## config.mk

```make
export PLATFORM = sky130hd
export DESIGN_NAME = serial_mag_comp_ctrl_flat
export DESIGN_NICKNAME = d
export VERILOG_FILES = /design/src/rtl/serial_mag_comp_ctrl_if.sv /design/src/rtl/serial_mag_comp_ctrl.sv /design/src/flat_wrapper.sv
export SDC_FILE = /design/constraint.sdc
export NUM_CORES = 1
export LEC_CHECK = 0
export CAP_MARGIN = 20
export CORE_MARGIN = 1
export CORE_UTILIZATION = 46
export DETAILED_ROUTE_END_ITERATION = 10
export GPL_TIMING_DRIVEN = 0
export PLACE_DENSITY = 0.75
export SLEW_MARGIN = 20
export SYNTH_ARGS = -nofsm -noshare
export SYNTH_HDL_FRONTEND = slang
export SYNTH_SLANG_ARGS = --single-unit
```

## constraint.sdc

```tcl
create_clock -name clk -period 2 [get_ports clk]
set_input_delay 0.5 -clock clk [delete_from_list [all_inputs] [get_ports clk]]
set_output_delay 0.5 -clock clk [all_outputs]
set_load 0.01 [all_outputs]
```

## src/rtl/serial_mag_comp_ctrl_if.sv

```systemverilog
// serial_mag_comp_ctrl_if: request/result and shared-comparator signals of the nibble-serial compare controller
interface serial_mag_comp_ctrl_if #(parameter int NIB = 4);
    logic             start;
    logic [4*NIB-1:0] a;
    logic [4*NIB-1:0] b;
    logic [3:0]       comp_a;
    logic [3:0]       comp_b;
    logic             comp_l;
    logic             comp_e;
    logic             comp_m;
    logic             busy;
    logic             done;
    logic             l;
    logic             e;
    logic             m;
    logic             err;
    modport master (
        output start, a, b, comp_l, comp_e, comp_m,
        input  comp_a, comp_b, busy, done, l, e, m, err
    );
    modport slave (
        input  start, a, b, comp_l, comp_e, comp_m,
        output comp_a, comp_b, busy, done, l, e, m, err
    );
endinterface

```

## src/rtl/serial_mag_comp_ctrl.sv

```systemverilog
// serial_mag_comp_ctrl: walks two wide operands MSB nibble first through one shared 4-bit comparator
module serial_mag_comp_ctrl #(
    parameter int NIB = 4
) (
    input logic clk,
    input logic rst,
    serial_mag_comp_ctrl_if.slave bus
);
    localparam int IW = (NIB > 1) ? $clog2(NIB) : 1;
    typedef enum logic [1:0] {IDLE, RUN, DONE} state_t;
    state_t state, state_nx;
    logic [4*NIB-1:0] a_q, b_q, a_sh, b_sh;
    logic [IW-1:0] idx;
    logic l_q, e_q, m_q, err_q;
    logic bad, last, decide;
    assign bad    = !$onehot({bus.comp_l, bus.comp_e, bus.comp_m});
    assign last   = idx == '0;
    assign decide = bad || bus.comp_m || bus.comp_l || last;
    assign a_sh   = a_q >> {idx, 2'b00};
    assign b_sh   = b_q >> {idx, 2'b00};
    // state register
    always_ff @(posedge clk) begin
        if (rst) state <= IDLE;
        else     state <= state_nx;
    end
    // next state: RUN exits on the first unequal nibble, a bad comparator response or the last nibble
    always_comb begin
        state_nx = state;
        case (state)
            IDLE:    state_nx = bus.start ? RUN : IDLE;
            RUN:     state_nx = decide ? DONE : RUN;
            default: state_nx = IDLE;
        endcase
    end
    // outputs: comparator is only fed while running, otherwise held at zero
    always_comb begin
        bus.busy   = state == RUN;
        bus.done   = state == DONE;
        bus.comp_a = (state == RUN) ? a_sh[3:0] : 4'h0;
        bus.comp_b = (state == RUN) ? b_sh[3:0] : 4'h0;
    end
    // operand capture, nibble index and sticky one-hot result flags
    always_ff @(posedge clk) begin
        if (rst) begin
            a_q   <= '0;
            b_q   <= '0;
            idx   <= '0;
            l_q   <= 1'b0;
            e_q   <= 1'b0;
            m_q   <= 1'b0;
            err_q <= 1'b0;
        end else if (state == IDLE && bus.start) begin
            a_q   <= bus.a;
            b_q   <= bus.b;
            idx   <= IW'(NIB - 1);
            l_q   <= 1'b0;
            e_q   <= 1'b0;
            m_q   <= 1'b0;
            err_q <= 1'b0;
        end else if (state == RUN) begin
            if (bad)             err_q <= 1'b1;
            else if (bus.comp_m) m_q   <= 1'b1;
            else if (bus.comp_l) l_q   <= 1'b1;
            else if (last)       e_q   <= 1'b1;
            else                 idx   <= idx - IW'(1);
        end
    end
    assign bus.l   = l_q;
    assign bus.e   = e_q;
    assign bus.m   = m_q;
    assign bus.err = err_q;
endmodule

```

## src/flat_wrapper.sv

```systemverilog
// flat-port wrapper written by rule: the top's interface ports become plain ports
module serial_mag_comp_ctrl_flat 
#(
    parameter int NIB = 4
)
  (clk, rst, bus_start, bus_a, bus_b, bus_comp_l, bus_comp_e, bus_comp_m, bus_comp_a, bus_comp_b, bus_busy, bus_done, bus_l, bus_e, bus_m, bus_err);
  serial_mag_comp_ctrl_if #(.NIB(NIB)) bus_i ();
  input logic clk;
  input logic rst;
  input wire logic [$bits(bus_i.start)-1:0] bus_start;
  input wire logic [$bits(bus_i.a)-1:0] bus_a;
  input wire logic [$bits(bus_i.b)-1:0] bus_b;
  input wire logic [$bits(bus_i.comp_l)-1:0] bus_comp_l;
  input wire logic [$bits(bus_i.comp_e)-1:0] bus_comp_e;
  input wire logic [$bits(bus_i.comp_m)-1:0] bus_comp_m;
  output wire logic [$bits(bus_i.comp_a)-1:0] bus_comp_a;
  output wire logic [$bits(bus_i.comp_b)-1:0] bus_comp_b;
  output wire logic [$bits(bus_i.busy)-1:0] bus_busy;
  output wire logic [$bits(bus_i.done)-1:0] bus_done;
  output wire logic [$bits(bus_i.l)-1:0] bus_l;
  output wire logic [$bits(bus_i.e)-1:0] bus_e;
  output wire logic [$bits(bus_i.m)-1:0] bus_m;
  output wire logic [$bits(bus_i.err)-1:0] bus_err;
  assign bus_i.start = bus_start;
  assign bus_i.a = bus_a;
  assign bus_i.b = bus_b;
  assign bus_i.comp_l = bus_comp_l;
  assign bus_i.comp_e = bus_comp_e;
  assign bus_i.comp_m = bus_comp_m;
  assign bus_comp_a = bus_i.comp_a;
  assign bus_comp_b = bus_i.comp_b;
  assign bus_busy = bus_i.busy;
  assign bus_done = bus_i.done;
  assign bus_l = bus_i.l;
  assign bus_e = bus_i.e;
  assign bus_m = bus_i.m;
  assign bus_err = bus_i.err;
  serial_mag_comp_ctrl #(.NIB(NIB)) u_core (.clk(clk), .rst(rst), .bus(bus_i));
endmodule
```

==> impl_metrics.env <==
export IMPL_worst_hold_startpoint="u_core.bus.err$_SDFFE_PP0P_"
export IMPL_type_of_element_capturing_the_critical_path="output pin"
export IMPL_initialDrtViolationCount=44
export IMPL_yosys_most_used_dff="sky130_fd_sc_hd__dfxtp_1"
export IMPL_first_global_vias=1406
export IMPL_timing_final_max_slew_violations=0
export IMPL_max_clock_path_buffers=2
export IMPL_total_power_mw=1.81
export IMPL_synth_edf_count=0
export IMPL_grt_pass1_wl_um=6560
export IMPL_place_hpwl_um=2870
export IMPL_dp_cells=261
export IMPL_depth_of_the_worst_register_to_register_path=7
export IMPL_firstDrtPassIters=4
export IMPL_peakVddDrop_v=0.000729
export IMPL_r2r_start="u_core.idx[1]$_SDFFE_PP0P_"
export IMPL_hold_class="reg -> reg"
export IMPL_placement_cell_area_mm2=0.00232
export IMPL_min_path_cells=1
export IMPL_port_buffers=50
export IMPL_finalNonFillerCells=276
export IMPL_mappedNetlistNets=205
export IMPL_hold_slack_ns=0.468
export IMPL_postSynthCellCount=163
export IMPL_most_common_library_cells_after_synthesis="sky130_fd_sc_hd__dfxtp_1 (40), sky130_fd_sc_hd__nor2_1 (33), sky130_fd_sc_hd__mux2i_1 (32)"
export IMPL_htreeDepth=2
export IMPL_pin_count=52
export IMPL_cts_inserted_buffers=5
export IMPL_avgSynthCellArea_um2=10.8
export IMPL_critPathLaunch="u_core.idx[0]$_SDFFE_PP0P_"
export IMPL_aggregate_routed_wire_length_um=3980
export IMPL_setup_viol_count_final=5
export IMPL_critPathRequiredTime_ns=1.50
export IMPL_clk_latency_worst_skew_pair_ns=0.28
export IMPL_max_slew_margin_rel=0.653
export IMPL_layout_nets=270
export IMPL_critical_path_class="reg -> out"
export IMPL_period_share=1.02
export IMPL_post_synth_top_count_cell="sky130_fd_sc_hd__dfxtp_1"
export IMPL_synth_top_cells_by_area="sky130_fd_sc_hd__dfxtp_1 (45%), sky130_fd_sc_hd__mux2i_1 (18%), sky130_fd_sc_hd__mux4_2 (10%)"
export IMPL_yosys_warnings=0
export IMPL_die_width_um=63.9
export IMPL_globalRouteTotalUtil=0.213
export IMPL_cts_num_sinks=40
export IMPL_worst_setup_path_start_kind="flip-flop"
export IMPL_area_delta_synth_final_pct=42.4
export IMPL_failing_checks="setup timing"
export IMPL_timing_final_hold_violations=0
export IMPL_grt_start_max_net_pins=12
export IMPL_max_cap_violations=0
export IMPL_avgRoutedWirePerCell_um=14.4
export IMPL_max_fanout_on_critical_path=6
export IMPL_worst_slew_pin_transition_ns=0.521
export IMPL_drive_above_1_share=0.232
export IMPL_critPathArrivalTime_ns=1.54
export IMPL_route_detailed_drc=0
export IMPL_clock_tree_from_tritoncts="yes"
export IMPL_pre_cts_ws_ns=-0.647
export IMPL_synth_area_mm2=0.00176
export IMPL_final_antenna_net_count=0
export IMPL_place_gp_congestion=0.730
export IMPL_fin_ws_ns=-0.0398
export IMPL_antenna_found_initial=0
export IMPL_finalWorstPathRequiredPeriod_ns=2.04
export IMPL_seq_area_frac_synth=0.454
export IMPL_gr_total_overflow=0
export IMPL_chipHeight_um=63.9
export IMPL_route_detailed_vias_per_inst=5.03
export IMPL_fill_cells=289
export IMPL_design_core_area_mm2=0.00366
export IMPL_synth_cell_types=23
export IMPL_core_rowCount=22
export IMPL_antennaDiodeCount=0
export IMPL_outcome="complete, but fails checks"
export IMPL_via_count=1389
export IMPL_initial_core_utilization=0.482
export IMPL_timing_clock_skew_ns=0.00457
export IMPL_synth_top_area_cell="sky130_fd_sc_hd__dfxtp_1"
export IMPL_clkTransAtPathRegs_ns=0.07
export IMPL_seq_cells_post_synth=40
export IMPL_post_route_cell_area_mm2=0.00251
export IMPL_grt_setup_unrepaired="true"
export IMPL_power_density_mw_per_mm2=721
export IMPL_cts_root_buffer="sky130_fd_sc_hd__clkbuf_8"
export IMPL_cellLeakagePower_nw=1.06
export IMPL_top_achievable_clock_speed_mhz=490
export IMPL_setup_tns_ns=-0.135
export IMPL_async_reset_ff_frac=0
export IMPL_yosys_area_top_type_share=0.454
export IMPL_die_area_mm2=0.00408
export IMPL_final_core_util=0.686
==> layout by cell type (no fill, tap or decap), types with 4 or more instances in the layout <==
cell	n
sky130_fd_sc_hd__nor3_1	4
sky130_fd_sc_hd__mux4_2	8
sky130_fd_sc_hd__clkbuf_1	4
sky130_fd_sc_hd__mux2i_1	32
sky130_fd_sc_hd__buf_4	11
sky130_fd_sc_hd__clkbuf_8	7
sky130_fd_sc_hd__clkdlybuf4s50_1	39
sky130_fd_sc_hd__dfxtp_1	37
sky130_fd_sc_hd__and2_4	5
sky130_fd_sc_hd__nor2_1	33
sky130_fd_sc_hd__inv_1	5
sky130_fd_sc_hd__a21oi_1	4
sky130_fd_sc_hd__buf_6	8
==> sequential cells by signal, indices dropped and copies added (netlist names) <==
| name | cells |
|---|---|
| u_core.a_q | 16 |
| u_core.b_q | 16 |
| u_core.bus.e | 1 |
| u_core.bus.err | 1 |
| u_core.bus.l | 1 |
| u_core.bus.m | 1 |
| u_core.idx | 2 |
| u_core.state | 2 |
==> final timing paths <==
path,endpoint,slack (ns)
max,bus_comp_a[0],-0.04
min,u_core.bus.err$_SDFFE_PP0P_,0.47
max reg2reg,u_core.idx[0]$_SDFFE_PP0P_,0.37
min reg2reg,u_core.bus.err$_SDFFE_PP0P_,0.47
==> critical path, stage by stage, from the launching register on <==
cell and delay (ns):
sky130_fd_sc_hd__dfxtp_2 0.36, sky130_fd_sc_hd__buf_8 0.13, sky130_fd_sc_hd__mux4_2 0.50, sky130_fd_sc_hd__and2_4 0.15, sky130_fd_sc_hd__buf_6 0.11
==> cell families (layout without fill, tap and decap cells) <==
| logic type | Yosys count | after routing | share of synthesized area |
|---|---|---|---|
| muxes | 40 | 40 | 0.284 |
| and+or+nand+nor | 50 | 50 | 0.136 |
| DFF | 40 | 40 | 0.454 |
| AOI/OAI and AO/OA | 11 | 11 | 0.0426 |
| adders and majority gates | 4 | 4 | 0.0326 |
| buffers and inverters | 18 | 83 | 0.0511 |
==> per-layer routing <==
layer / global-route usage / wire length, um / vias to the layer above
li1: - / - / 691
met1: 0.248 / 1730 / 663
met2: 0.378 / 2060 / 31
met3: 0.0464 / 152 / 4
met4: 0.0795 / 39 / 0
met5: 0 / 0 / -
==> cell type report <==
class                   instances  area (um^2)  share of cell area
multi-input cells             105          891               0.355
flip-flops and latches         40          805               0.320
repair buffers                 58          551               0.219
clock buffers                   7         96.3              0.0384
plain buffers                  11         82.6              0.0329
well taps                      48         60.1              0.0239
inverters                       7         26.3              0.0105
==> power breakdown <==
part           switching, mW  internal [mW]  total, mW
Sequential            0.0281          0.850      0.878
Clock                  0.261          0.307      0.568
Combinational          0.149          0.215      0.365
Total                  0.438           1.37       1.81
==> timing repair <==
| action | CTS | global route |
|---|---|---|
| endpoints found under the hold margin | 0 | 0 |
| resized for setup | 51 | 11 |
| hold buffers | 0 | 0 |
| setup endpoints to repair | 15 | 15 |
| setup buffers | 7 | 1 |
| pin swaps | 12 | 2 |
(Power assumes the default switching activity.)
